`src/rtl/lmsm_sequencer.sv`:
```
// Expands one LM/SM into per-register micro-ops at consecutive word addresses, lowest register first.
// First micro-op one cycle after start; ds_ready low holds the current micro-op and keeps the front end stalled.
module lmsm_sequencer #(
    parameter int ADDR_W = 16,
    parameter int NREG   = 8,
    parameter int RIDX_W = 3
) (
    input  logic              clk,
    input  logic              rst,
    input  logic              start,
    input  logic              is_sm,
    input  logic [NREG-1:0]   reg_list,
    input  logic [ADDR_W-1:0] base_addr,
    input  logic              flush,
    input  logic              ds_ready,
    output logic              uop_valid,
    output logic              uop_is_sm,
    output logic [RIDX_W-1:0] uop_reg,
    output logic [ADDR_W-1:0] uop_addr,
    output logic              uop_last,
    output logic              stall_front,
    output logic              busy
);

    typedef enum logic {
        S_IDLE = 1'b0,
        S_RUN  = 1'b1
    } state_t;

    state_t              r_state;
    state_t              w_state_nxt;
    logic [NREG-1:0]     r_mask;
    logic [NREG-1:0]     w_mask_nxt;
    logic [NREG-1:0]     w_mask_rest;
    logic [ADDR_W-1:0]   r_addr;
    logic [ADDR_W-1:0]   w_addr_nxt;
    logic                r_sm;
    logic                w_sm_nxt;
    logic                w_busy;
    logic                w_last;
    logic                w_accept;
    logic                w_stall;
    logic [RIDX_W-1:0]   w_idx;

    assign w_busy      = (r_state == S_RUN);
    // Mask with its lowest set bit removed: empty means one register left.
    assign w_mask_rest = r_mask & (r_mask - NREG'(1));
    assign w_last      = w_busy & (r_mask != '0) & (w_mask_rest == '0);
    assign w_accept    = w_busy & ds_ready;

    always_comb begin
        w_idx = '0;
        for (int i = NREG - 1; i >= 0; i--) begin
            if (r_mask[i]) begin
                w_idx = RIDX_W'(i);
            end
        end
    end

    always_comb begin
        w_state_nxt = r_state;
        w_mask_nxt  = r_mask;
        w_addr_nxt  = r_addr;
        w_sm_nxt    = r_sm;
        w_stall     = 1'b0;
        if (flush) begin
            w_state_nxt = S_IDLE;
            w_mask_nxt  = '0;
        end else begin
            case (r_state)
                S_IDLE: begin
                    if (start && (reg_list != '0)) begin
                        w_mask_nxt  = reg_list;
                        w_addr_nxt  = base_addr;
                        w_sm_nxt    = is_sm;
                        w_state_nxt = S_RUN;
                        w_stall     = 1'b1;
                    end
                end
                S_RUN: begin
                    // Released in the final-accept cycle so decode advances at that edge.
                    w_stall = ~(w_accept & w_last);
                    if (w_accept) begin
                        w_mask_nxt = w_mask_rest;
                        w_addr_nxt = r_addr + ADDR_W'(1);
                        if (w_last) begin
                            w_state_nxt = S_IDLE;
                        end
                    end
                end
                default: w_state_nxt = S_IDLE;
            endcase
        end
    end

    always_ff @(posedge clk or posedge rst) begin
        if (rst) begin
            r_state <= S_IDLE;
            r_mask  <= '0;
            r_addr  <= '0;
            r_sm    <= 1'b0;
        end else begin
            r_state <= w_state_nxt;
            r_mask  <= w_mask_nxt;
            r_addr  <= w_addr_nxt;
            r_sm    <= w_sm_nxt;
        end
    end

    assign busy        = w_busy;
    assign uop_valid   = w_busy;
    assign uop_is_sm   = w_busy & r_sm;
    assign uop_reg     = w_busy ? w_idx : '0;
    assign uop_addr    = w_busy ? r_addr : '0;
    assign uop_last    = w_last;
    assign stall_front = w_stall & ~rst;

endmodule

```
`config.mk`:
```
export PLATFORM = sky130hd
export DESIGN_NAME = lmsm_sequencer
export DESIGN_NICKNAME = d
export VERILOG_FILES = /design/src/rtl/lmsm_sequencer.sv
export SDC_FILE = /design/constraint.sdc
export NUM_CORES = 1
export LEC_CHECK = 0
export CORE_MARGIN = 4
export CORE_UTILIZATION = 50
export CTS_CLUSTER_DIAMETER = 40
export CTS_CLUSTER_SIZE = 30
export DETAILED_ROUTE_END_ITERATION = 7
export PLACE_DENSITY = 0.89
export SETUP_SLACK_MARGIN = 0.05
export SYNTH_ARGS = -nofsm -noshare
export SYNTH_HDL_FRONTEND = slang
export SYNTH_SLANG_ARGS = --single-unit
```
`constraint.sdc`:
```
create_clock -name clk -period 3.69 [get_ports clk]
set_input_delay 0.738 -clock clk [delete_from_list [all_inputs] [get_ports clk]]
set_output_delay 0.738 -clock clk [all_outputs]
set_load 0.01 [all_outputs]
```
# Word-level counts from Yosys, hierarchy flattened
# Cells that the tools add are included.
[word_totals]
n_memories = 0
in_bits = 30
romBits = 0
word_cells = 52
output_inout_bits = 24
latchBits = 0
reg_bits = 26
ramBits = 0
[op_classes]
mux = 24
multipliers = 0
n_shift = 0
order_cmp = 0
add_sub_neg = 2
bitwise = 11
div = 0
reduce_logical = 7
eq_ne = 4
[ops]
columns = ["op", "count"]
rows = [
  ["two-way mux 16 bit", 3],
  ["case mux 16 bit (2 select lines)", 1],
  ["two-way mux 3 bit", 9],
  ["two-way mux 8 bit", 3],
  ["adder 16 x 1 -> 16 bit (second input constant)", 1],
  ["case mux 8 bit (2 select lines)", 1],
  ["nonzero test 8 bit", 2],
  ["bitwise AND 8 bit", 1],
  ["zero test 8 bit", 1],
  ["subtractor 8 x 1 -> 8 bit (second input constant)", 1],
  ["bitwise AND 1 bit", 6],
  ["AND reduction 3 bit", 2],
  ["two-way mux 1 bit", 5],
  ["inverter 1 bit", 4],
  ["case mux 1 bit (2 select lines)", 2],
  ["!= test 3 x 2 -> 1 bit (second input constant)", 1],
  ["!= test 3 bit (second input constant)", 1],
  ["!= test 2 x 1 -> 1 bit (second input constant)", 1],
  ["!= test 2 bit (second input constant)", 1],
  ["AND reduction 2 bit", 1],
  ["logical AND 1 bit", 1],
]

# Depth between registers and ports, before layout
# Gate-level depths: netlist (run 1).
[depth]
ltp_word = 9
mapped_depth = 7
depth_no_buf = 6

# Worst setup path after synthesis (run 1)
# No wires, ideal clock.
[synth_path]
kind = "input-to-output"
startpoint = "in reg_list[2]"
endpoint = "out stall_front"
path_buffers = 0
required_ns = 2.952
setup_slack_ns = 1.139
t_arrival_ns = 1.813
path_stages = 5
cell_sequence = "or4_4 -> o21ai_0 -> and2_1 -> or3_1 -> a21oi_1"
[synth_between]
elab_chain_cells = 6
[synth_rtl]
columns = ["item", "line_no", "rtl"]
rows = [
  ["start: declaration", "12", "input logic [NREG-1:0] reg_list,"],
  ["nonzero test 8 bit", "72", "if (start && (reg_list != '0)) begin"],
  ["logical AND 1 bit", "72", ""],
  ["two-way mux 1 bit", "72", ""],
  ["case mux 1 bit (2 select lines)", "70", "case (r_state)"],
  ["two-way mux 1 bit", "66", "if (flush) begin"],
  ["bitwise AND 1 bit", "116", "assign stall_front = w_stall & ~rst;"],
  ["end: declaration", "21", "output logic stall_front,"],
]
# No other way between the ends.

# Worst setup path in the final report (run 1)
# Same ends and word-level chain as after synthesis.

==> metrics, run 1 <==
status=complete, no violations; largest fanout on the critical path=3; final net count=292; first-pass GRT wire length=between 7000 and 8000 um; # clock sinks=26; highest-delay cell along the critical path=or4_4; crit path time final=between 3 and 4 ns; Tightest Pin Transition=between 1 and 1.5 ns; antenna cells=0; Synth Cell Area=between 1500 and 2000 um2; syn_area_per_cell=roughly 8.4 um2; initial antenna violation count=0; Hold WS=0.501 ns; num ports=54; Worst setup EP type=output port; Longest Clk Path Bufs=2; CTS tree=yes; die area=about 4600 um2; GRT Residual Overflow=0; Hold WC Path Type=reg2reg; crit path kind=in2out; # DRC=0; Hold-fix buffers, CTS=0; clk_skew=between 0.01 and 0.015 ns; Seq/Total Area, Yosys=around 36%; wire per inst=about 15 um; share of layout cells above drive strength 1=around 9%; Post-CTS Repair Setup Buffers=0; PD cells=between 300 and 400 nW/um2; fillers=301; max-slew violations=0; core box area=3420 um2; die height=68.0 um; DR iter-0 viols=roughly 140; setup_tns=0 ns; most used flip-flop cell after synthesis=dfrtp_1; final RePlAce weighted congestion=a little over 0.9; number of enable flip-flop cells after synthesis=0; Syn. warnings=0; IO Port Bufs=between 50 and 60; Util after Layout=approximately 69%; drt total wl=roughly 4700 um; Max Cap Viol=0; Placement Setup Slack=roughly 0.12 ns; #FFs+latches synth=26; Global Route Usage Sum=between 20% and 30%; Startpoint Class=input port; CP arrival=around 2.8 ns; ys async rst share=100%; vias in the first global route=between 1500 and 2000; crit-path cells=clkdlybuf4s50_1 > or4_4 > o21ai_1 > and2_1 > or3_1 > a21oi_1 > clkdlybuf4s50_1; via density per instance=between 5 and 6; clk_lat worst skew=roughly 0.33 ns; final worst slack=about 0.18 ns; leakage power=0.945 nW; via count=between 1500 and 2000; number of routed nets with antenna violations=0; clk root buf=clkbuf_4; pin count of the biggest net entering global routing=53; Layout area overhead=30.9%; post-route cell area=around 2400 um2; instance count of the mapped netlist=about 210; Clock Pin Slew Worst Setup and Hold Paths=~0.15 ns; Critical Path Max Stage Delay=roughly 0.56 ns; maximum VDD drop=between 0.0003 and 0.0004 V; drt pass-1 iters=6; Max-slew headroom=30.2%; DIE WIDTH=68.0 um; placed cell area=2320 um2; H-tree levels=1; row cnt=21; Initial Utilization=a little over half; dpl hpwl=~3400 um; WP data required=2.95 ns; # placed instances=between 300 and 400; Fin. Hold Viols=0; cell repeated most along the worst path=clkdlybuf4s50_1; Syn Nets=roughly 250; RSZ-0062 raised after global routing=false; final setup vio count=0; fin crit share=a little over nine tenths; Tot Pwr=a little over 0.9 mW; Fmax=0.285 GHz; CTS buffer count=3; Synth cell types=54; fin cells=about 300
==> cells by family (layout without fill, tap and decap cells) <==
logic type	count (synthesis)	in the layout	synth area share (%)
AO/OA/AOI/OAI	79	79	28.4
XOR/XNOR	1	1	0.487
adder cells (fa/ha/maj)	1	1	0.695
buffers and inverters	20	66	5.91
flip-flops	26	26	36.2
multiplexers	4	4	2.29
AND/OR/NAND/NOR	83	83	26.1
==> worst paths after layout <==
kind,depth (start not counted),slack [ns],endpoint,start
min in group asynchronous,2,0.97,busy$_DFF_PP0_,rst
hold / removal,1,0.50,r_addr[15]$_DFFE_PP0P_,r_addr[15]$_DFFE_PP0P_
max in group asynchronous,2,2.08,r_addr[8]$_DFFE_PP0P_,rst
setup reg to reg,6,1.66,r_addr[15]$_DFFE_PP0P_,busy$_DFF_PP0_
setup / recovery,7,0.18,stall_front,reg_list[2]
hold reg to reg,1,0.50,r_addr[15]$_DFFE_PP0P_,r_addr[15]$_DFFE_PP0P_
==> cells in the final DEF (no fill, tap or decap), types with 2 or more instances in the layout <==
cell / count
clkdlybuf4s50_1: 53
o2bb2ai_1: 2
nand4_1: 3
dfrtp_1: 26
clkbuf_4: 3
mux2i_1: 3
or2_2: 2
o21ai_0: 17
or4_4: 2
nor2b_1: 2
nor3_1: 7
a211oi_1: 3
o22ai_1: 5
nand3_1: 7
inv_1: 8
nand2_1: 18
a31oi_1: 3
o21ai_1: 3
and2_1: 14
a21oi_1: 24
nand2b_1: 2
nor2_1: 14
and3_1: 3
a22o_2: 6
o31ai_1: 3
==> Yosys cell counts, drive strengths merged (2+ instances only) <==
library cell   n  area, um2
nor2          15       72.6
o21ai         20        100
nand2b         2       12.5
clkbuf         6       32.5
o22ai          5       31.3
nand4          3       18.8
a31oi          3       18.8
mux2i          3       30.0
and3           3       18.8
nor3           7       35.0
nor4           2       18.8
or4            3       30.0
dfrtp         26        651
a211oi         3       22.5
or2            2       12.5
a22o           7       68.8
nor2b          2       12.5
buf            6       43.8
o2bb2ai        2       17.5
inv            8       30.0
nand2         19       73.8
o31ai          3       22.5
a21oi         25        129
and2          14       87.6
o211ai         2       20.0
nand3          7       35.0
==> timing repair <==
action,in CTS,in global routing
resized for setup,0,1
endpoints found under the hold margin,0,0
endpoints found under the setup margin,0,1
==> cell type report <==
class	instances	area (um2)	area share, %
clock buffers	4	36.3	1.54
inverters	8	30.0	1.28
multi-input cells	168	1040	44.3
flip-flops and latches	26	651	27.6
well taps	46	57.6	2.44
repair buffers	54	538	22.8
==> routing by layer <==
layer	track usage, %	vias to the layer above	part of all wire, %
met4	5.21	0	1.0
li1	-	885	-
met3	4.93	4	6.2
met1	30.8	864	46
met2	33.1	66	47
met5	0	-	0
==> state kept, by name, summed over array words and instances (netlist names) <==
| register | count |
|---|---|
| r_addr | 16 |
| r_mask | 8 |
| busy | 1 |
| r_sm | 1 |
==> where the power goes <==
part | internal [mW] | switching (mW) | leakage, nW
clock | 0.0605 | 0.0882 | 0.0210
sequential | 0.349 | 0.0817 | 0.318
combinational | 0.178 | 0.168 | 0.605
total | 0.587 | 0.338 | 0.945
==> worst max-delay path, delay by kind of cell <==
family | cells | cell delay (ns)
AO/OA/AOI/OAI | 2 | 0.28
buffers and inverters | 2 | 0.92
AND/OR/NAND/NOR | 3 | 0.85
No activity file was read; power rests on OpenSTA's default activity.
==> inputs of run 2 (changes only) <==
PLACE_DENSITY = unset   (was 0.89)
PLACE_DENSITY_LB_ADDON = 0.25   (was unset)
==> metrics, run 2 (synthesis results as in run 1) <==
status=complete, no violations; max reg flops=16; setup_tns=0 ns; drt total wl=4820 um; first-pass GRT wire length=roughly 8000 um; Fmax=a little under 0.3 GHz; Global Route Usage Sum=a little under a quarter; pin count of the biggest net entering global routing=53; die height=about 68 um; Tightest Pin Transition=around 1 ns; internal power=between 0.6 and 0.7 mW; Hold WC Path Type=reg2reg; Max Cap Viol=0; Hold WS=just under 0.5 ns; DR iter-0 viols=187; Fin. Hold Viols=0; die area=4620 um2; clk_lat worst skew=approximately 0.33 ns; maximum VDD drop=0.000262 V; H-tree levels=1; GRT Residual Overflow=0; multi-input gate area in the final layout=roughly 1000 um2; Clock Pin Slew Worst Setup and Hold Paths=approximately 0.16 ns; clk root buf=clkbuf_4; largest fanout on the critical path=3; CP arrival=2.73 ns; Clock power frac=between 20% and 30%; final RePlAce weighted congestion=0.893; most frequent cells in the layout=clkdlybuf4s50_1, dfrtp_1, a21oi_1; IO Port Bufs=53; Util after Layout=between 60% and 70%; antenna cells=0; hold path startpoint=r_addr[15]$_DFFE_PP0P_; Seq. cell area=approximately 650 um2; fin cells=~300; DIE WIDTH=approximately 70 um; crit path time final=around 3.5 ns; num ports=54; post-route cell area=about 2400 um2; NetSw=about 0.35 mW; r2r setup slk=approximately 1.7 ns; fillers=about 280; final net count=approximately 290; fin crit share=94.1%; number of routed nets with antenna violations=0; Hold-fix buffers, CTS=0; worst hold path depth=1; # placed instances=between 300 and 400; initial antenna violation count=0; R2R Path Start=busy$_DFF_PP0_; CTS buffer count=3; CTS-repair resized insts=0; Layout area overhead=32.2%; via count=about 1800; max-slew violations=0; placed cell area=2330 um2; Comb pwr share=35.2%; cells on worst reg2reg path=6; row cnt=21; Startpoint Class=input port; Max-slew headroom=between 30% and 40%; via density per instance=roughly 6.0; crit path kind=in2out; CTS tree=yes; Reg power frac=44.0%; Placement Setup Slack=between 0.1 and 0.15 ns; final setup vio count=0; # DRC=0; Worst setup EP type=output port; Crit Reg-Reg Endpoint=r_addr[15]$_DFFE_PP0P_; share of layout cells above drive strength 1=~9.2%; Post-CTS Repair Setup Buffers=0; core box area=~3400 um2; Worst Hold Path EP=r_addr[15]$_DFFE_PP0P_; vias in the first global route=1690; dpl hpwl=~3400 um; RSZ-0062 raised after global routing=false; wire per inst=around 16 um; WP data required=around 3.0 ns; PD cells=between 400 and 500 nW/um2; leakage power=around 0.96 nW; Largest regs=r_addr: 16 flops, r_mask: 8 flops; drt pass-1 iters=4; Most flops, register=r_addr; Tot Pwr=~0.98 mW; most common cell after layout, fill and taps aside=clkdlybuf4s50_1; # clock sinks=26; Initial Utilization=between 50% and 60%; sw frac=between 30% and 40%; clk_skew=approximately 0.0045 ns; final worst slack=around 0.22 ns; Longest Clk Path Bufs=2
==> run 2: area by class of cell <==
class                      count  share of cell area (%)
clock inverter                 1                    1.26
timing repair buffer          55                    22.9
sequential                    26                    27.4
clock buffer                   3                   0.947
multi-input combinational    168                    43.8
inverter                       8                    1.26
tap                           46                    2.42
==> run 2: worst max path at each step <==
| stage | from | slack (ns) | end |
|---|---|---|---|
| 3_5_place_dp | reg_list[6] | 0.15 | stall_front |
| 5_1_grt | reg_list[6] | 0.08 | stall_front |
| 6_report | reg_list[6] | 0.22 | stall_front |
| 2_1_floorplan | reg_list[2] | 1.14 | stall_front |
| 4_1_cts | reg_list[6] | 0.11 | stall_front |
| 3_3_place_gp | reg_list[2] | 0.18 | stall_front |
==> run 2: per-layer routing <==
layer / track usage (%) / share of wire [%]
met5: 0 / 0
met4: 4.47 / 1.1
met3: 4.93 / 5.7
met2: 36.6 / 49
met1: 30.8 / 44
==> run 2: power groups by stage <==
stage	Clock [mW]	Combinational, mW	Sequential, mW
final	0.205	0.346	0.433
after CTS	0.209	0.347	0.430
after floorplan	0	0.218	0.411
after detailed placement	0	0.345	0.435
after global placement	0	0.337	0.431
after global routing	0.218	0.387	0.444
==> run 2: critical path, stage by stage <==
cell	delay (ns)
clkdlybuf4s50_1	0.43
or4_4	0.57
o21ai_1	0.21
and2_1	0.17
or3_1	0.10
a21oi_1	0.03
clkdlybuf4s50_1	0.48
